## config.mk

```make
export PLATFORM = sky130hd
export DESIGN_NAME = core_seq_flat
export DESIGN_NICKNAME = d
export VERILOG_FILES = /design/src/rtl/core_seq_if.sv /design/src/rtl/core_seq.sv /design/src/flat_wrapper.sv
export SDC_FILE = /design/constraint.sdc
export NUM_CORES = 1
export LEC_CHECK = 0
export BUFFER_PORTS_ARGS = -buffer_cell sky130_fd_sc_hd__buf_2
export CORE_MARGIN = 3
export CORE_UTILIZATION = 53
export CTS_BUF_LIST = sky130_fd_sc_hd__clkbuf_8
export DETAILED_ROUTE_END_ITERATION = 8
export PLACE_DENSITY = 0.83
export REMOVE_ABC_BUFFERS = 1
export SKIP_LAST_GASP = 1
export SYNTH_ARGS = -nofsm -noshare
export SYNTH_HDL_FRONTEND = slang
export SYNTH_SLANG_ARGS = --single-unit
```

## constraint.sdc

```tcl
create_clock -name clk -period 3.3 [get_ports clk]
set_input_delay 0.33 -clock clk [delete_from_list [all_inputs] [get_ports clk]]
set_output_delay 0.33 -clock clk [all_outputs]
set_load 0.005 [all_outputs]
```

## src/rtl/core_seq_if.sv

```systemverilog
// Bus bundle between the sequencer core and its fetch, data-memory and
// datapath neighbours. The core connects through the master modport.
interface core_seq_if #(
    parameter int PC_W  = 10,
    parameter int CNT_W = 32
);
    logic             imem_req;
    logic [PC_W-1:0]  imem_addr;
    logic             imem_ack;
    logic [31:0]      imem_rdata;
    logic [31:0]      ir;
    logic [PC_W-1:0]  pc;
    logic             br_taken;
    logic [PC_W-1:0]  br_off;
    logic             ex_en;
    logic             dmem_req;
    logic             dmem_we;
    logic             dmem_ack;
    logic             rf_we;
    logic             mem_to_reg;
    logic             halted;
    logic [1:0]       trap_cause;
    logic [CNT_W-1:0] instret;

    modport master (
        output imem_req, imem_addr, ir, pc, ex_en, dmem_req, dmem_we,
               rf_we, mem_to_reg, halted, trap_cause, instret,
        input  imem_ack, imem_rdata, br_taken, br_off, dmem_ack
    );

    modport slave (
        input  imem_req, imem_addr, ir, pc, ex_en, dmem_req, dmem_we,
               rf_we, mem_to_reg, halted, trap_cause, instret,
        output imem_ack, imem_rdata, br_taken, br_off, dmem_ack
    );
endinterface

```

## src/rtl/core_seq.sv

```systemverilog
// Multi-cycle instruction sequencer: FETCH/DECODE/EXEC/MEM/WB with trap-to-HALT.
// All strobes and requests are registered, so they depend on state only.
module core_seq #(
    parameter int              PC_W     = 10,
    parameter logic [PC_W-1:0] RESET_PC = '0,
    parameter int              CNT_W    = 32
) (
    input  logic       clk,
    input  logic       rst,
    core_seq_if.master bus
);
    typedef enum logic [2:0] {
        S_FETCH, S_DECODE, S_EXEC, S_MEM, S_WB, S_HALT
    } state_t;

    typedef enum logic [1:0] {
        C_ALU, C_LOAD, C_STORE, C_BRANCH
    } cls_t;

    localparam logic [1:0] TRAP_NONE    = 2'd0;
    localparam logic [1:0] TRAP_ILLEGAL = 2'd1;
    localparam logic [1:0] TRAP_ALIGN   = 2'd2;

    state_t           r_state;
    cls_t             r_cls;
    logic [PC_W-1:0]  r_pc;
    logic [31:0]      r_ir;
    logic [CNT_W-1:0] r_instret;
    logic             r_halted;
    logic [1:0]       r_trap;
    logic             r_imem_req;
    logic             r_ex_en;
    logic             r_dmem_req;
    logic             r_dmem_we;
    logic             r_rf_we;
    logic             r_mem_to_reg;

    logic [PC_W-1:0]  w_pc_plus4;
    logic [PC_W-1:0]  w_br_target;
    logic [2:0]       w_dec;

    // {legal, class}
    function automatic logic [2:0] classify(input logic [6:0] opc);
        case (opc)
            7'b0110011, 7'b0010011: classify = {1'b1, C_ALU};
            7'b0000011:             classify = {1'b1, C_LOAD};
            7'b0100011:             classify = {1'b1, C_STORE};
            7'b1100011:             classify = {1'b1, C_BRANCH};
            default:                classify = {1'b0, C_ALU};
        endcase
    endfunction

    // Unsigned PC_W-bit add: a sign-extended negative offset wraps correctly.
    assign w_pc_plus4  = r_pc + PC_W'(4);
    assign w_br_target = bus.br_taken ? (r_pc + bus.br_off) : w_pc_plus4;
    assign w_dec       = classify(r_ir[6:0]);

    always_ff @(posedge clk) begin
        if (rst) begin
            r_state      <= S_FETCH;
            r_cls        <= C_ALU;
            r_pc         <= RESET_PC;
            r_ir         <= '0;
            r_instret    <= '0;
            r_halted     <= 1'b0;
            r_trap       <= TRAP_NONE;
            r_imem_req   <= 1'b1;
            r_ex_en      <= 1'b0;
            r_dmem_req   <= 1'b0;
            r_dmem_we    <= 1'b0;
            r_rf_we      <= 1'b0;
            r_mem_to_reg <= 1'b0;
        end else begin
            r_imem_req   <= 1'b0;
            r_ex_en      <= 1'b0;
            r_dmem_req   <= 1'b0;
            r_dmem_we    <= 1'b0;
            r_rf_we      <= 1'b0;
            r_mem_to_reg <= 1'b0;
            case (r_state)
                S_FETCH: begin
                    if (bus.imem_ack) begin
                        r_ir    <= bus.imem_rdata;
                        r_state <= S_DECODE;
                    end else begin
                        r_imem_req <= 1'b1;
                    end
                end
                S_DECODE: begin
                    if (w_dec[2]) begin
                        r_cls   <= cls_t'(w_dec[1:0]);
                        r_state <= S_EXEC;
                        r_ex_en <= 1'b1;
                    end else begin
                        r_state  <= S_HALT;
                        r_halted <= 1'b1;
                        r_trap   <= TRAP_ILLEGAL;
                    end
                end
                S_EXEC: begin
                    case (r_cls)
                        C_LOAD, C_STORE: begin
                            r_state    <= S_MEM;
                            r_dmem_req <= 1'b1;
                            r_dmem_we  <= (r_cls == C_STORE);
                        end
                        C_BRANCH: begin
                            if (w_br_target[1:0] != 2'b00) begin
                                r_state  <= S_HALT;
                                r_halted <= 1'b1;
                                r_trap   <= TRAP_ALIGN;
                            end else begin
                                r_pc       <= w_br_target;
                                r_instret  <= r_instret + 1'b1;
                                r_state    <= S_FETCH;
                                r_imem_req <= 1'b1;
                            end
                        end
                        default: begin
                            r_state <= S_WB;
                            r_rf_we <= 1'b1;
                        end
                    endcase
                end
                S_MEM: begin
                    if (!bus.dmem_ack) begin
                        r_dmem_req <= 1'b1;
                        r_dmem_we  <= (r_cls == C_STORE);
                    end else if (r_cls == C_LOAD) begin
                        r_state      <= S_WB;
                        r_rf_we      <= 1'b1;
                        r_mem_to_reg <= 1'b1;
                    end else begin
                        r_pc       <= w_pc_plus4;
                        r_instret  <= r_instret + 1'b1;
                        r_state    <= S_FETCH;
                        r_imem_req <= 1'b1;
                    end
                end
                S_WB: begin
                    r_pc       <= w_pc_plus4;
                    r_instret  <= r_instret + 1'b1;
                    r_state    <= S_FETCH;
                    r_imem_req <= 1'b1;
                end
                S_HALT: begin
                    r_state <= S_HALT;
                end
                default: begin
                    r_state <= S_HALT;
                end
            endcase
        end
    end

    assign bus.imem_req   = r_imem_req;
    assign bus.imem_addr  = r_pc;
    assign bus.ir         = r_ir;
    assign bus.pc         = r_pc;
    assign bus.ex_en      = r_ex_en;
    assign bus.dmem_req   = r_dmem_req;
    assign bus.dmem_we    = r_dmem_we;
    assign bus.rf_we      = r_rf_we;
    assign bus.mem_to_reg = r_mem_to_reg;
    assign bus.halted     = r_halted;
    assign bus.trap_cause = r_trap;
    assign bus.instret    = r_instret;
endmodule
```

## src/flat_wrapper.sv

```systemverilog
// flat-port wrapper written by rule: the top's interface ports become plain ports
module core_seq_flat 
#(
    parameter int              PC_W     = 10,
    parameter logic [PC_W-1:0] RESET_PC = '0,
    parameter int              CNT_W    = 32
)
  (clk, rst, bus_imem_req, bus_imem_addr, bus_ir, bus_pc, bus_ex_en, bus_dmem_req, bus_dmem_we, bus_rf_we, bus_mem_to_reg, bus_halted, bus_trap_cause, bus_instret, bus_imem_ack, bus_imem_rdata, bus_br_taken, bus_br_off, bus_dmem_ack);
  core_seq_if #(.PC_W(PC_W), .CNT_W(CNT_W)) bus_i ();
  input  logic clk;
  input  logic rst;
  output wire logic [$bits(bus_i.imem_req)-1:0] bus_imem_req;
  output wire logic [$bits(bus_i.imem_addr)-1:0] bus_imem_addr;
  output wire logic [$bits(bus_i.ir)-1:0] bus_ir;
  output wire logic [$bits(bus_i.pc)-1:0] bus_pc;
  output wire logic [$bits(bus_i.ex_en)-1:0] bus_ex_en;
  output wire logic [$bits(bus_i.dmem_req)-1:0] bus_dmem_req;
  output wire logic [$bits(bus_i.dmem_we)-1:0] bus_dmem_we;
  output wire logic [$bits(bus_i.rf_we)-1:0] bus_rf_we;
  output wire logic [$bits(bus_i.mem_to_reg)-1:0] bus_mem_to_reg;
  output wire logic [$bits(bus_i.halted)-1:0] bus_halted;
  output wire logic [$bits(bus_i.trap_cause)-1:0] bus_trap_cause;
  output wire logic [$bits(bus_i.instret)-1:0] bus_instret;
  input wire logic [$bits(bus_i.imem_ack)-1:0] bus_imem_ack;
  input wire logic [$bits(bus_i.imem_rdata)-1:0] bus_imem_rdata;
  input wire logic [$bits(bus_i.br_taken)-1:0] bus_br_taken;
  input wire logic [$bits(bus_i.br_off)-1:0] bus_br_off;
  input wire logic [$bits(bus_i.dmem_ack)-1:0] bus_dmem_ack;
  assign bus_imem_req = bus_i.imem_req;
  assign bus_imem_addr = bus_i.imem_addr;
  assign bus_ir = bus_i.ir;
  assign bus_pc = bus_i.pc;
  assign bus_ex_en = bus_i.ex_en;
  assign bus_dmem_req = bus_i.dmem_req;
  assign bus_dmem_we = bus_i.dmem_we;
  assign bus_rf_we = bus_i.rf_we;
  assign bus_mem_to_reg = bus_i.mem_to_reg;
  assign bus_halted = bus_i.halted;
  assign bus_trap_cause = bus_i.trap_cause;
  assign bus_instret = bus_i.instret;
  assign bus_i.imem_ack = bus_imem_ack;
  assign bus_i.imem_rdata = bus_imem_rdata;
  assign bus_i.br_taken = bus_br_taken;
  assign bus_i.br_off = bus_br_off;
  assign bus_i.dmem_ack = bus_dmem_ack;
  core_seq #(.PC_W(PC_W), .RESET_PC(RESET_PC), .CNT_W(CNT_W)) u_core (.clk(clk), .rst(rst), .bus(bus_i));
endmodule
```

==> results of run 1 <==
-- layout make-up --
type	count	area [sq um]
multi-input cells	391	2350
repair buffers	145	741
fillers	694	2610
well taps	102	128
clock buffers	9	124
flip-flops and latches	88	1760
inverters	13	48.8
clock inverters	7	81.3
-- per-layer routing --
layer  share of wire (%)  wire length [um]  track usage, %
met4                0.42                44            4.21
met1                  44              4600            27.9
met5                   0                 0               0
met3                 7.2               761            6.97
met2                  49              5170            38.2
-- cells in the final DEF, fill, tap and decap left out, types with 3 or more instances in the layout --
master    instances
o21ai_0          12
xnor2_1          15
nand4_1           9
a21oi_1          54
nand2b_1          4
and3_1            4
clkbuf_8          9
inv_1            14
nor4_1            3
nor2_1           48
nor3_1           10
nor4b_1           8
nor2b_1           3
dfxtp_1          88
a21o_1            4
xor2_1           23
and2_1            7
a211oi_1          4
or3_1             3
buf_4             6
a31oi_1           3
and4_1            3
nand2_1         102
nand3_1          20
a311oi_1          3
ha_1             16
buf_2           139
-- worst paths after layout --
| kind | from | end | slack [ps] | cells past startpoint |
|---|---|---|---|---|
| min reg2reg | u_core.bus.ir[27] | u_core.bus.ir[27] | 450 | 2 |
| max reg2reg | u_core.bus.imem_addr[0] | u_core.bus.instret[7] | 560 | 8 |
| max | u_core.bus.imem_addr[0] | u_core.bus.instret[7] | 560 | 8 |
| min | bus_imem_rdata[23] | u_core.bus.ir[23] | 200 | 3 |
-- metrics by stage --
step / power, uW / util (%) / hold slack (ps)
detailed placement: 1510 / 64.1 / 445
global route: 2370 / 66.7 / 194
global placement: 1500 / 64.1 / 439
floorplan: 1360 / - / 399
finish: 2260 / 66.7 / 205
CTS: 2280 / 66.7 / 190
-- worst max-delay path, stage by stage, from the launching register on --
cell and delay [ps]:
dfxtp_1 400, ha_1 210, fa_1 450, nor3b_2 330, o211ai_4 180, and2_1 320, nor4b_1 470, xnor2_1 180
nor2_1 50
-- cell families after synthesis --
kind of cell,after synthesis,synth area share (%)
AOI/OAI and AO/OA,100,15.3
xor gates and xnor gates,38,7.66
DFF,88,40.5
adders and majority gates,17,5.07
buffers and inverters,48,5.33
and+or+nand+nor,235,25.8
muxes,1,0.259
-- where the power goes --
| group | leakage (uW) | switching, uW | internal [uW] |
|---|---|---|---|
| clock network | 0.000105 | 412 | 361 |
| registers | 0.000715 | 46.9 | 1110 |
| logic | 0.00156 | 191 | 140 |
| total | 0.00238 | 649 | 1610 |
==> results.toml, run 1 <==
[placed_design]
dp_hpwl_um = 7900
routabilityCongestion = 0.860
dp.cells = 739
pre_cts_ws_ps = 550
port_buffers = 139
post_dp_cell_area_sq_um = 5030

[sta]
relSlewSlack_pct = 24.4
rsz0062_at_grt = "false"
slew_violations = 0
min_period_over_period_pct = 83.1
period_minus_slack_ps = 2740
clock_skew_ps = 8.99
finalSetupViolCount = 0
setup_tns_ps = 0
fmax_mhz = 365
finalHoldViolations = 0
setup_ws_ps = 559
worstMarginPinSlew_ps = 1120

[synth]
synth_enable_flop_cells = 0
yosys_warnings = 0
synth_area_leaders = "dfxtp_1 41%, nand2_1 8.8%, a21oi_1 6.2%, xor2_1 4.6%, ha_1 4.6%"
synthTopCellsByCount = "102 x nand2_1, 88 x dfxtp_1, 54 x a21oi_1"
synth_area_leader_cell = "dfxtp_1"
ys_seq_area_share_pct = 40.5
yosysMostFrequentCell = "nand2_1"
syn_area_sq_um = 4350
synth_area_per_cell_sq_um = 8.25
ys_ff_latch = 88
yosysUniqueCellTypes = 55
yosysTopAreaCellShare_pct = 40.5
synthCells = 527
synth_top_flop_cell = "dfxtp_1"
postSynth.asyncResetShare_pct = 0

[critical_path]
crit_type = "flip-flop to flip-flop"
required_ps = 3510
start_kind = "flip-flop"
cp_max_fo = 12
cp-end-kind = "flip-flop"
arrival_ps = 2950

[routing]
num_vias = 4065
drtIter0Drc = 169
dr.pass1.iters = 5
routedWlPerCell_um = 14.0
vias_per_cell = 5.38
drc = 0
ant_nets = 0
wirelength_um = 10600

[status]
status = "finished clean"

[cts]
post_cts_buffers = 0
cts_tree = "yes"
cts-root-buf = "clkbuf_8"
cts_buffers = 9
clockBufferDepth = 2
clkLatencyLatePin_ps = 350
ctsResizeCount = 0
htree_levels = 3
clock-sinks = 88
hold_buffers = 0
clk_pin_slew_ps = 100

[grt]
grt_max_degree = 46
grt_usage_pct = 22.4
grt_antenna_before_repair = 0
grt_pass1_wl_um = 16700
grt.overflow.total = 0
first_global_vias = 3752

[cells_and_area]
stdcell_area_sq_um = 5240
area_growth_pct = 20.5
drive_gt1_share_pct = 26.5
n_antenna_cell = 0
fin_cells = 755
layout.nets = 712

[floorplanning]
die_h_um = 96.5
die_w_um = 96.5
ios = 140
die_area_sq_um = 9320
fp-row-count = 32
core_area_sq_um = 7850
initial_core_util_pct = 55.4

[hold_path]
hold_path.class = "input pin to flip-flop"

[pwr]
power.density_nw_per_um2 = 431
peakVddDrop_uv = 303
cellLeakagePower_uw = 0.00238

[flow_run]
max-cap-violations = 0
No activity file was read; power rests on OpenSTA's default activity.
==> run 2: changes to the inputs <==
--- a/config.mk
+++ b/config.mk
@@ -5,12 +5,13 @@
 export SDC_FILE = /design/constraint.sdc
 export NUM_CORES = 1
 export LEC_CHECK = 0
+export ABC_AREA = 1
 export BUFFER_PORTS_ARGS = -buffer_cell sky130_fd_sc_hd__buf_2
 export CORE_MARGIN = 3
-export CORE_UTILIZATION = 53
+export CORE_UTILIZATION = 49
 export CTS_BUF_LIST = sky130_fd_sc_hd__clkbuf_8
 export DETAILED_ROUTE_END_ITERATION = 8
-export PLACE_DENSITY = 0.83
+export PLACE_DENSITY = 0.79
 export REMOVE_ABC_BUFFERS = 1
 export SKIP_LAST_GASP = 1
 export SYNTH_ARGS = -nofsm -noshare
==> constraint.sdc (replaced) <==
create_clock -name clk -period 2.3 [get_ports clk]
set_input_delay 0.23 -clock clk [delete_from_list [all_inputs] [get_ports clk]]
set_output_delay 0.23 -clock clk [all_outputs]
set_load 0.005 [all_outputs]
==> results.toml, run 2 <==
[synth]
yosys_warnings = 0
synth_area_leader_cell = "dfxtp_1"
synth_top_flop_cell = "dfxtp_1"
synth_area_leaders = "dfxtp_1 36%, nand2_1 18%, a21oi_1 7.6%, nand3_1 6.2%, nor2_1 5.4%"
yosysTopAreaCellShare_pct = 36.1
synthCells = 737
postSynth.asyncResetShare_pct = 0
syn_area_sq_um = 4880
synth_area_per_cell_sq_um = 6.62
yosysMostFrequentCell = "nand2_1"
synthTopCellsByCount = "235 x nand2_1, 88 x dfxtp_1, 74 x a21oi_1"
ys_seq_area_share_pct = 36.1
synth_enable_flop_cells = 0
yosysUniqueCellTypes = 34
ys_ff_latch = 88

[routing]
dr.pass1.iters = 6
num_vias = 5143
vias_per_cell = 5.18
ant_nets = 0
routedWlPerCell_um = 12.9
drc = 0
wirelength_um = 12800
drtIter0Drc = 293

[sta]
period_minus_slack_ps = 2080
relSlewSlack_pct = 51.6
finalSetupViolCount = 0
rsz0062_at_grt = "false"
worstMarginPinSlew_ps = 726
min_period_over_period_pct = 90.3
fmax_mhz = 481
slew_violations = 0
finalHoldViolations = 0
clock_skew_ps = 15.4

[critical_path]
cp-end-kind = "flip-flop"
cpMostUsedCell = "nand2_1"
slowest_stage = "fa_1"
cpPeakStageDelay_ps = 430
start_kind = "flip-flop"
required_ps = 2550
arrival_ps = 2330
cp_max_fo = 20
crit_type = "flip-flop to flip-flop"
path_cells = "ha_4 > fa_1 > nand2_1 > o21ai_0 > nor2_2 > nand2_1 > nand2_1 > nand2_2 > inv_4 > buf_12 > nand3_1 > and3_1"

[cells_and_area]
drive_gt1_share_pct = 21.4
n_antenna_cell = 0
fin_cells = 992
final_cell_mix = "235 x nand2_1, 139 x buf_2, 87 x dfxtp_1, 74 x a21oi_1, 70 x nor2_1"
layout.nets = 922
area_growth_pct = 20.2
mostFrequentLayoutCell = "nand2_1"

[cts]
htree_levels = 3
clockBufferDepth = 2
post_cts_buffers = 0
cts-root-buf = "clkbuf_8"
cts_tree = "yes"
cts_buffers = 9
clkLatencyLatePin_ps = 360
clk_pin_slew_ps = 100
clock-sinks = 88

[floorplanning]
die_area_sq_um = 11200
initial_core_util_pct = 51.6
ios = 140
die_h_um = 106
core_area_sq_um = 9460
die_w_um = 106
fp-row-count = 35

[grt]
grt_max_degree = 62
grt.overflow.total = 0
grt_pass1_wl_um = 21200
grt_antenna_before_repair = 0
first_global_vias = 4544
grt_usage_pct = 22.7

[pwr]
peakVddDrop_uv = 400
power.density_nw_per_um2 = 618
p_total_uw = 3620
cellLeakagePower_uw = 0.00267

[hold_path]
hold_path.class = "input pin to flip-flop"

[placed_design]
dp_hpwl_um = 9240
dp.cells = 975
routabilityCongestion = 0.937
port_buffers = 139

[flow_run]
max-cap-violations = 0

[status]
status = "finished clean"
==> run 2: cell types whose count changed in the layout (fill, tap and decap cells not counted), moves of 7 or more <==
cell | before | now
o21ai_0 | 12 | 21
xnor2_1 | 15 | 7
a21oi_1 | 54 | 74
nor4b_1 | 8 | 0
and2_1 | 7 | 0
nand3b_1 | 1 | 8
inv_1 | 14 | 57
nor2_1 | 48 | 70
a21oi_2 | 0 | 10
xor2_1 | 23 | 11
nand3_1 | 20 | 60
nand2_1 | 102 | 235
==> run 2: routing by layer <==
layer / part of all wire, % / track usage, %
met3: 9.1 / 7.96
met2: 44 / 34.8
met1: 45 / 30.4
met5: 0 / 0
met4: 1.2 / 6.20
==> run 2: area by class of cell <==
| cell class | instances | area, sq um |
|---|---|---|
| clock inverters | 7 | 96.3 |
| clock buffers | 9 | 124 |
| fillers | 922 | 3590 |
| inverters | 61 | 231 |
| flip-flops and latches | 88 | 1760 |
| repair buffers | 147 | 798 |
| multi-input cells | 551 | 2690 |
| well taps | 129 | 161 |
==> run 2: per-stage QoR <==
step	TNS, ps	setup WS, ps	hold WS [ps]	utilization (%)	area (sq um)
finish	0	222	126	62.0	5860
floorplan	-5870	-264	292	-	4670
global placement	0	155	433	59.2	5600
global route	0	36.0	102	62.0	5860
CTS	0	75.6	111	61.6	5820
detailed placement	0	97.7	437	59.2	5600
==> run 2: critical path, delay by kind of cell, from the launching register on <==
| kind | cells | cell delay, ps |
|---|---|---|
| AND/OR/NAND/NOR | 7 | 670 |
| adder cells (fa/ha/maj) | 2 | 600 |
| buffers and inverters | 2 | 250 |
| flip-flops | 1 | 350 |
| AO/OA/AOI/OAI | 1 | 90 |
==> run 2: final timing paths <==
kind | start | to | slack [ps] | depth (start not counted)
max reg2reg | u_core.bus.imem_addr[0] | u_core.bus.instret[4] | 220 | 12
min reg2reg | u_core.bus.trap_cause[0] | u_core.bus.trap_cause[0] | 450 | 2
max | u_core.bus.imem_addr[0] | u_core.bus.instret[4] | 220 | 12
min | bus_imem_rdata[14] | u_core.bus.ir[14] | 130 | 3
==> run 2: cells by family after synthesis <==
| family | Yosys count | share of synthesized area, % |
|---|---|---|
| AO/OA/AOI/OAI | 110 | 12.3 |
| multiplexers | 1 | 0.205 |
| flip-flops | 88 | 36.1 |
| buffers and inverters | 98 | 9.03 |
| AND/OR/NAND/NOR | 405 | 34.7 |
| adder cells (fa/ha/maj) | 17 | 4.51 |
| XOR/XNOR | 18 | 3.23 |
==> run 2: timing repair <==
| item | CTS | global route |
|---|---|---|
| setup endpoints to repair | 0 | 31 |
| resized for setup | 0 | 4 |
| hold buffers | 0 | 0 |
==> run 2: power by group <==
| group | switching (uW) | internal (uW) |
|---|---|---|
| logic | 452 | 292 |
| clock network | 578 | 614 |
| registers | 70.0 | 1620 |
